<file path="config.mk">
export PLATFORM = sky130hd
export DESIGN_NAME = div4b
export DESIGN_NICKNAME = d
export VERILOG_FILES = /design/src/rtl/arith_pkg.sv /design/src/rtl/subnb.sv /design/src/rtl/sum1b.sv /design/src/rtl/div4b.sv
export SDC_FILE = /design/constraint.sdc
export NUM_CORES = 1
export LEC_CHECK = 0
export ABC_CLOCK_PERIOD_IN_PS = 6000
export CORE_ASPECT_RATIO = 1.1
export CORE_UTILIZATION = 58
export DETAILED_ROUTE_END_ITERATION = 12
export GPL_TIMING_DRIVEN = 0
export PLACE_DENSITY = 0.87
export SKIP_LAST_GASP = 1
export SLEW_MARGIN = 20
export SYNTH_ARGS = -nofsm -noshare
export SYNTH_HDL_FRONTEND = slang
export SYNTH_SLANG_ARGS = --single-unit
export TNS_END_PERCENT = 1
</file>
<file path="constraint.sdc">
create_clock -name clk -period 6 [get_ports clk]
set_input_delay 1.8 -clock clk [delete_from_list [all_inputs] [get_ports clk]]
set_output_delay 1.8 -clock clk [all_outputs]
set_load 0.005 [all_outputs]
</file>
<file path="src/rtl/arith_pkg.sv">
// Shared constants and types for the arithmetic datapath blocks.
package arith_pkg;

   localparam int DIV_W     = 4;
   localparam int DIV_CNT_W = $clog2(DIV_W + 1);

   typedef enum logic [1:0] {
      IDLE = 2'd0,
      CALC = 2'd1,
      DONE = 2'd2
   } div_state_t;

endpackage

</file>
<file path="src/rtl/subnb.sv">
// N-bit ripple subtractor: a - b computed as a + ~b + 1 on full-adder cells.
// Borrow is the inverted final carry, so it is high exactly when a < b.
module subnb #(
   parameter int N = 5
) (
   input  logic [N-1:0] a,
   input  logic [N-1:0] b,
   output logic [N-1:0] Diff,
   output logic         Borrow
);

   logic [N:0] carry_s;

   assign carry_s[0] = 1'b1;

   for (genvar i = 0; i < N; i++) begin : g_bit
      sum1b u_sum1b (
         .a    (a[i]),
         .b    (~b[i]),
         .cin  (carry_s[i]),
         .s    (Diff[i]),
         .cout (carry_s[i+1])
      );
   end

   assign Borrow = ~carry_s[N];

endmodule

</file>
<file path="src/rtl/sum1b.sv">
// One-bit full adder cell, the building block of the ripple adder/subtractor.
module sum1b (
   input  logic a,
   input  logic b,
   input  logic cin,
   output logic s,
   output logic cout
);

   assign s    = a ^ b ^ cin;
   assign cout = (a & b) | (a & cin) | (b & cin);

endmodule

</file>
<file path="src/rtl/div4b.sv">
// Sequential unsigned restoring divider, one quotient bit per clock,
// with a start/done handshake. Division by zero skips the iteration and
// reports all-ones quotient, the dividend as remainder and a flag.
module div4b
   import arith_pkg::*;
#(
   parameter int W = DIV_W
) (
   input  logic         clk,
   input  logic         rst_n,
   input  logic         start,
   input  logic [W-1:0] A,
   input  logic [W-1:0] B,
   output logic         busy,
   output logic         done,
   output logic [W-1:0] Q,
   output logic [W-1:0] R,
   output logic         div_by_zero
);

   localparam int CW = $clog2(W + 1);

   div_state_t    state_q, state_d;
   logic [W-1:0]  dvd_q, dvd_d;          // dividend shift register
   logic [W-1:0]  dvs_q, dvs_d;          // divisor
   logic [W:0]    pr_q, pr_d;            // partial remainder, one spare bit for 2B-1
   logic [W-1:0]  quo_q, quo_d;          // working quotient
   logic [CW-1:0] cnt_q, cnt_d;
   logic          dbz_pend_q, dbz_pend_d; // zero divisor result still to be published
   logic          busy_q, busy_d;
   logic          done_q, done_d;
   logic [W-1:0]  q_q, q_d;
   logic [W-1:0]  r_q, r_d;
   logic          dbz_q, dbz_d;

   logic [W:0]    pr_shift_s;
   logic [W:0]    diff_s;
   logic          borrow_s;
   logic [W:0]    pr_next_s;
   logic [W-1:0]  quo_next_s;
   logic          last_iter_s;

   assign pr_shift_s  = {pr_q[W-1:0], dvd_q[W-1]};
   assign pr_next_s   = borrow_s ? pr_shift_s : diff_s;
   assign quo_next_s  = {quo_q[W-2:0], ~borrow_s};
   assign last_iter_s = (cnt_q == CW'(W - 1));

   subnb #(
      .N (W + 1)
   ) u_subnb (
      .a      (pr_shift_s),
      .b      ({1'b0, dvs_q}),
      .Diff   (diff_s),
      .Borrow (borrow_s)
   );

   // Next-state logic for the FSM, datapath registers and result outputs.
   always_comb begin
      state_d    = state_q;
      dvd_d      = dvd_q;
      dvs_d      = dvs_q;
      pr_d       = pr_q;
      quo_d      = quo_q;
      cnt_d      = cnt_q;
      dbz_pend_d = dbz_pend_q;
      busy_d     = busy_q;
      done_d     = 1'b0;
      q_d        = q_q;
      r_d        = r_q;
      dbz_d      = dbz_q;

      case (state_q)
         IDLE: begin
            if (start) begin
               dvd_d = A;
               dvs_d = B;
               pr_d  = {(W + 1){1'b0}};
               quo_d = {W{1'b0}};
               cnt_d = {CW{1'b0}};
               if (B != {W{1'b0}}) begin
                  state_d = CALC;
                  busy_d  = 1'b1;
               end else begin
                  state_d    = DONE;
                  dbz_pend_d = 1'b1;
               end
            end else begin
               state_d = IDLE;
            end
         end
         CALC: begin
            pr_d  = pr_next_s;
            quo_d = quo_next_s;
            dvd_d = {dvd_q[W-2:0], 1'b0};
            cnt_d = cnt_q + CW'(1);
            if (last_iter_s) begin
               q_d     = quo_next_s;
               r_d     = pr_next_s[W-1:0];
               dbz_d   = 1'b0;
               done_d  = 1'b1;
               busy_d  = 1'b0;
               state_d = DONE;
            end else begin
               state_d = CALC;
            end
         end
         DONE: begin
            if (dbz_pend_q) begin
               // Zero divisor: publish the result one cycle after acceptance.
               q_d        = {W{1'b1}};
               r_d        = dvd_q;
               dbz_d      = 1'b1;
               done_d     = 1'b1;
               dbz_pend_d = 1'b0;
            end else begin
               state_d = IDLE;
            end
         end
         default: begin
            state_d    = IDLE;
            busy_d     = 1'b0;
            dbz_pend_d = 1'b0;
         end
      endcase
   end

   // State and datapath registers with asynchronous active-low reset.
   always_ff @(posedge clk or negedge rst_n) begin
      if (!rst_n) begin
         state_q    <= IDLE;
         dvd_q      <= {W{1'b0}};
         dvs_q      <= {W{1'b0}};
         pr_q       <= {(W + 1){1'b0}};
         quo_q      <= {W{1'b0}};
         cnt_q      <= {CW{1'b0}};
         dbz_pend_q <= 1'b0;
         busy_q     <= 1'b0;
         done_q     <= 1'b0;
         q_q        <= {W{1'b0}};
         r_q        <= {W{1'b0}};
         dbz_q      <= 1'b0;
      end else begin
         state_q    <= state_d;
         dvd_q      <= dvd_d;
         dvs_q      <= dvs_d;
         pr_q       <= pr_d;
         quo_q      <= quo_d;
         cnt_q      <= cnt_d;
         dbz_pend_q <= dbz_pend_d;
         busy_q     <= busy_d;
         done_q     <= done_d;
         q_q        <= q_d;
         r_q        <= r_d;
         dbz_q      <= dbz_d;
      end
   end

   assign busy        = busy_q;
   assign done        = done_q;
   assign Q           = q_q;
   assign R           = r_q;
   assign div_by_zero = dbz_q;

endmodule

</file>
==> results of run 1 <==
-- cell usage in the layout (no fill, tap or decap), types with 2 or more instances in the layout --
cell / count
a211oi_1: 3
a21oi_1: 6
a22o_1: 3
a31oi_1: 2
buf_2: 3
buf_6: 2
clkbuf_1: 4
clkbuf_4: 5
clkbuf_8: 2
clkdlybuf4s50_1: 20
dfrtp_1: 32
fa_1: 3
ha_1: 6
inv_1: 10
mux2_2: 6
mux2i_1: 4
nand2_1: 14
nand2b_1: 2
nor2_1: 3
nor2b_1: 5
o21a_1: 4
o21ai_0: 20
o22ai_1: 3
o31ai_2: 3
-- cell families after synthesis --
group           count (synthesis)  synth area share [%]
simple gates                   33                  10.3
compound gates                 49                  19.3
buf+inv                        19                  5.59
flops                          32                  48.3
fa+ha+maj                       9                  8.16
mux                            12                  8.23
-- per-stage QoR --
stage          worst slack (ns)  std cells  area [um2]  utilization (%)  power [uW]
2_1_floorplan              3.20        154        1660                -         815
3_3_place_gp               2.58        206        1910             73.5         969
3_5_place_dp               2.66        206        1900             73.3        1000
4_1_cts                    2.96        214        2000             77.0        1200
5_1_grt                    2.81        214        2000             77.0        1290
6_report                   2.97        214        2000             77.0        1200
-- state kept, by name (all words and copies together), names as in the netlist, 2 cells and up --
name / flops
quo_q: 3
dvs_q: 4
state_q: 2
cnt_q: 3
dvd_q: 4
R: 4
pr_q: 4
Q: 4
-- final timing paths --
check,start,endpoint,depth (start not counted)
max in group asynchronous,rst_n,dvs_q[3],1
min in group asynchronous,rst_n,Q[2],1
setup / recovery,Q[2],Q[2],1
setup reg to reg,dvd_q[3],pr_q[0],10
hold reg to reg,cnt_q[2],cnt_q[2],2
hold / removal,cnt_q[2],cnt_q[2],2
-- synthesized netlist by cell type, types with 4 or more instances --
cell type,n,area [um2]
a21oi_1,6,30.0
mux2i_1,4,40.0
nor2b_1,5,31.3
mux2_2,6,67.6
nand2_1,14,52.6
o21a_1,4,30.0
clkbuf_1,4,15.0
ha_1,6,75.1
inv_1,10,37.5
dfrtp_1,32,801
o21ai_0,20,100
-- per-layer routing --
layer	wire length [um]	up-vias	global-route usage [%]
li1	-	597	-
met1	1490	607	32.3
met2	1690	36	43.6
met3	179	7	7.87
met4	48	0	8.27
met5	0	-	0
-- power groups by stage --
stage	clock [uW]	sequential [uW]	combinational, uW
floorplan	0	362	453
global placement	0	369	600
detailed placement	0	374	630
CTS	188	370	637
global route	198	379	711
finish	187	371	637
-- cell type report --
type                    count  area share (%)
plain buffers               9            2.76
multi-input cells         103            38.2
well taps                  31            1.94
clock buffers               7            3.26
clock inverters             1            1.50
repair buffers             21            10.3
flip-flops and latches     32            40.1
inverters                  10            1.88
==> impl_metrics.csv, run 1 <==
group,metric,value,unit
setup_path,r2r_setup_slack,2.99,ns
synth,synthCells,154,
timing,fmax,330,MHz
detailed_routing,routed_via_density,5.83,
clock_tree,cts_tree,"done",
clock_tree,numCtsBuffers,5,
clock_tree,ctsHoldBuffers,0,
clock_tree,cts-root-buf,"clkbuf_4",
global_route,track_usage,26.2,%
synth,synth_cell_type_count,38,
power,seqPwrFrac,31.0,%
power,p_comb_share,53.3,%
detailed_routing,drc,0,
synth,synthFlopType,"dfrtp_1",
detailed_routing,routedWlPerCell,15.9,um
clock_tree,cts_setup_buffers,0,
synth,syn_area_per_cell,10.8,um2
synth,synth_fp_nets,174,
clock_tree,cts_resized,0,
setup_path,path_buf_inv,1,
cells_and_area,antennaDiodeCount,0,
power,p_clk_share,15.7,%
timing,finalHoldViolations,0,
setup_path,critPathRequiredTime,4.20,ns
floorplan,rows,19,
setup_path,worstSetupPathType,"reg2out",
run,cap_violations,0,
detailed_routing,drt-initial-drc-count,29,
setup_path,cp_top_family,"buffers and inverters",
global_route,antenna_found_initial,0,
place,hpwl,2430,um
floorplan,die_w,53.0,um
floorplan,io_pins,22,
clock_tree,clk_latency,0.34,ns
timing,rsz0062_at_grt,"false",
global_route,grt_max_degree,33,
timing,period_share,50.5,%
cells_and_area,multiInputGateArea,763,um2
setup_path,crit_fanout,3,
detailed_routing,postRouteAntennaNets,0,
synth,synth_edf_count,0,
clock_tree,htree_levels,2,
power,switching_share,39.2,%
place,gp_congestion,0.847,
cells_and_area,nets,202,
cells_and_area,drive_above_1_share,14.2,%
power,p_switching,469,uW
synth,ys_seq_area_share,48.3,%
setup_path,cpMaxStageDelayCell,"clkdlybuf4s50_1",
detailed_routing,routed_wl,3410,um
clock_tree,clock-sinks,32,
floorplan,start_util,63.9,%
timing,slew_headroom,52.4,%
status,status,"complete, no violations",
timing,setup_violations,0,
synth,async_flop_share,100,%
synth,synth_area,1660,um2
place,port-buffer-count,21,
setup_path,endpoint_kind,"output port",
setup_path,slowest_delay,0.51,ns
timing,slew_viol_final,0,
global_route,grt_pass1_vias,1277,
power,leakage,0.000880,uW
cells_and_area,fillers,182,
timing,whs,0.509,ns
power,p_int,726,uW
floorplan,core_area,2590,um2
timing,worstMarginPinSlew,0.714,ns
clock_tree,clk_pin_slew,0.10,ns
power,p_per_area,599,nW/um2
min_path,hp-class,"reg2reg",
global_route,grt_pass1_wl,5730,um
timing,fin_skew,0.00378,ns
timing,tns,0,ns
floorplan,fp.dieH,58.1,um
synth,ys_warn_count,0,
synth,ys_seq_elements,32,
clock_tree,clock_path_buffers,2,
setup_path,start_kind,"flop",
cells_and_area,area_delta_synth_final,20.5,%
floorplan,dieArea,3070,um2
global_route,grt_overflow_total,0,
timing,period_minus_slack,3.03,ns
setup_path,worstPathCellList,"clkdlybuf4s50_1",
detailed_routing,drt_pass1_iterations,4,
cells_and_area,ff_latch_area,801,um2
detailed_routing,vias,1247,
power,max-vdd-ir-drop,0.000551,V
setup_path,arrival,1.23,ns
No activity file was read; power rests on OpenSTA's default activity.
==> run 2: changes to the inputs <==
--- a/config.mk
+++ b/config.mk
@@ -5,12 +5,12 @@
 export SDC_FILE = /design/constraint.sdc
 export NUM_CORES = 1
 export LEC_CHECK = 0
-export ABC_CLOCK_PERIOD_IN_PS = 6000
+export ABC_CLOCK_PERIOD_IN_PS = 2900
 export CORE_ASPECT_RATIO = 1.1
-export CORE_UTILIZATION = 58
+export CORE_UTILIZATION = 54
 export DETAILED_ROUTE_END_ITERATION = 12
 export GPL_TIMING_DRIVEN = 0
-export PLACE_DENSITY = 0.87
+export PLACE_DENSITY = 0.82
 export SKIP_LAST_GASP = 1
 export SLEW_MARGIN = 20
 export SYNTH_ARGS = -nofsm -noshare
==> constraint.sdc (replaced) <==
create_clock -name clk -period 2.9 [get_ports clk]
set_input_delay 0.87 -clock clk [delete_from_list [all_inputs] [get_ports clk]]
set_output_delay 0.87 -clock clk [all_outputs]
set_load 0.005 [all_outputs]
==> run 2 against run 1 <==
- via count down 0.96%
- critical path depth increased by 8
- first-iteration DRC count grew 10%
- core utilization is 6.4 points lower
- clock skew increased by 0.0027 ns
- critical endpoint is now R[0]
==> impl_metrics.csv, run 2 (synthesized netlist as in run 1, its figures left out) <==
group,metric,value,unit
power,p_clk_share,11.3,%
setup_path,worstSetupStartpoint,"dvd_q[3]",
cells_and_area,final_common_cell,"dfrtp_1",
timing,period_minus_slack,2.77,ns
floorplan,fp.dieH,60.1,um
timing,fin_skew,0.00649,ns
detailed_routing,routed_via_density,5.69,
timing,slew_viol_final,0,
timing,slew_headroom,54.1,%
detailed_routing,drc,0,
status,status,"complete, no violations",
timing,fmax,360,MHz
clock_tree,ctsHoldBuffers,0,
clock_tree,cts-root-buf,"clkbuf_4",
power,p_switching,971,uW
floorplan,start_util,58.6,%
power,seqPwrFrac,31.5,%
setup_path,endpoint_kind,"flop",
detailed_routing,routedWlPerCell,14.9,um
floorplan,rows,20,
clock_tree,htree_levels,2,
global_route,antenna_found_initial,0,
global_route,grt_pass1_wl,5390,um
timing,period_share,95.7,%
floorplan,core_area,2830,um2
power,p_comb_share,57.2,%
setup_path,start_kind,"flop",
global_route,track_usage,23.9,%
place,port-buffer-count,21,
cells_and_area,instances_no_fill,217,
detailed_routing,postRouteAntennaNets,0,
setup_path,critPathRequiredTime,3.18,ns
min_path,hp-start,"dvs_q[2]",
clock_tree,clock-sinks,32,
setup_path,worstSetupPathType,"reg2reg",
global_route,grt_pass1_vias,1234,
clock_tree,cts_tree,"done",
place,gp_congestion,0.765,
cells_and_area,nets,203,
detailed_routing,drt_pass1_iterations,4,
place,hpwl,2400,um
cells_and_area,final_cell_mix,"dfrtp_1 (32), o21ai_0 (20), clkdlybuf4s50_1 (20), nand2_1 (14), inv_1 (10)",
setup_path,arrival,3.05,ns
timing,tns,0,ns
power,p_int,1450,uW
power,total_power,2430,uW
cells_and_area,antennaDiodeCount,0,
setup_path,regToRegStartpoint,"dvd_q[3]",
cells_and_area,drive_above_1_share,16.3,%
min_path,hp-class,"reg2reg",
timing,finalHoldViolations,0,
detailed_routing,drt-initial-drc-count,32,
power,switching_share,40.0,%
power,leakage,0.000879,uW
timing,setup_slack,0.126,ns
run,cap_violations,0,
cells_and_area,area_delta_synth_final,20.6,%
timing,setup_violations,0,
global_route,grt_max_degree,33,
clock_tree,numCtsBuffers,5,
floorplan,io_pins,22,
setup_path,crit_fanout,4,
global_route,grt_overflow_total,0,
power,p_per_area,1210,nW/um2
floorplan,die_w,54.8,um
place,place_ws,-0.00911,ns
place,post-place-cells,208,
clock_tree,clock_path_buffers,2,
power,max-vdd-ir-drop,0.000811,V
cells_and_area,fillers,215,
floorplan,dieArea,3290,um2
clock_tree,clk_latency,0.34,ns
detailed_routing,routed_wl,3230,um
detailed_routing,vias,1235,
timing,worstMarginPinSlew,0.689,ns
clock_tree,clk_pin_slew,0.10,ns
-- run 2: final timing paths --
| path | end | slack [ns] | cells after the start |
|---|---|---|---|
| max in group asynchronous | R[2] | 1.89 | 1 |
| min in group asynchronous | Q[2] | 0.56 | 1 |
| min | dvs_q[2] | 0.52 | 1 |
| min reg2reg | dvs_q[2] | 0.52 | 1 |
| max reg2reg | R[0] | 0.13 | 9 |
| max | R[0] | 0.13 | 9 |
-- run 2: layout make-up --
| type | count | area (um2) | share of cell area [%] |
|---|---|---|---|
| clock buffer | 6 | 51.3 | 2.57 |
| sequential | 32 | 801 | 40.1 |
| multi-input combinational | 103 | 773 | 38.7 |
| clock inverter | 2 | 10.0 | 0.501 |
| buffer | 8 | 51.3 | 2.57 |
| inverter | 10 | 37.5 | 1.88 |
| timing repair buffer | 23 | 233 | 11.6 |
| tap | 33 | 41.3 | 2.07 |
-- run 2: worst max-delay path, cell delays in order (launching register included) --
cell	delay, ns
dfrtp_1	0.42
inv_1	0.08
ha_1	0.13
inv_1	0.04
fa_1	0.37
fa_2	0.37
fa_2	0.45
or4b_1	0.51
o311ai_1	0.13
mux2_4	0.21
-- run 2: metal layers --
layer / routed length, um / up-vias / global-route usage [%]
li1: - / 604 / -
met1: 1430 / 593 / 29.0
met2: 1590 / 28 / 38.0
met3: 127 / 10 / 5.85
met4: 78 / 0 / 12.8
met5: 0 / - / 0
-- run 2: through the flow --
step / hold slack, ns / util (%) / instance area, um2
after floorplan: 0.450 / - / 1660
after CTS: 0.519 / 69.3 / 1960
after global routing: 0.518 / 70.7 / 2000
after global placement: 0.469 / 67.5 / 1910
after detailed placement: 0.492 / 67.3 / 1900
final: 0.516 / 70.7 / 2000
-- run 2: timing repair --
| item | 4_1_cts | 5_1_grt |
|---|---|---|
| pin swaps | 0 | 2 |
| endpoints found under the setup margin | 2 | 5 |
| resized for setup | 0 | 4 |
| setup buffers | 0 | 2 |
-- run 2: power by group through the flow --
stage	clock network, uW	logic, uW	registers, uW
2_1_floorplan	0	937	749
3_3_place_gp	0	1250	763
3_5_place_dp	0	1300	774
4_1_cts	279	1300	767
5_1_grt	297	1550	787
6_report	274	1390	763
==> run 3: changes to the inputs <==
--- a/config.mk
+++ b/config.mk
@@ -5,12 +5,12 @@
 export SDC_FILE = /design/constraint.sdc
 export NUM_CORES = 1
 export LEC_CHECK = 0
-export ABC_CLOCK_PERIOD_IN_PS = 2900
+export ABC_CLOCK_PERIOD_IN_PS = 3200
 export CORE_ASPECT_RATIO = 1.1
-export CORE_UTILIZATION = 54
+export CORE_UTILIZATION = 58
 export DETAILED_ROUTE_END_ITERATION = 12
 export GPL_TIMING_DRIVEN = 0
-export PLACE_DENSITY = 0.82
+export PLACE_DENSITY = 0.87
 export SKIP_LAST_GASP = 1
 export SLEW_MARGIN = 20
 export SYNTH_ARGS = -nofsm -noshare
==> constraint.sdc (replaced) <==
create_clock -name clk -period 3.2 [get_ports clk]
set_input_delay 0.96 -clock clk [delete_from_list [all_inputs] [get_ports clk]]
set_output_delay 0.96 -clock clk [all_outputs]
set_load 0.005 [all_outputs]
==> results of run 3 <==
Same layout as run 1 (identical final DEF). Status: complete, no violations.
Among the figures that moved: setup slack after placement 2.66 ns -> 0.221 ns; setup slack after layout 2.97 ns -> 0.195 ns; start point of the critical path Q[2] -> dvd_q[3]; end point of the critical path Q[2] -> pr_q[0]; register-to-register setup slack 2.99 ns -> 0.19 ns; total power 1200 uW -> 2240 uW; worst IR drop on VDD 0.000551 V -> 0.00103 V
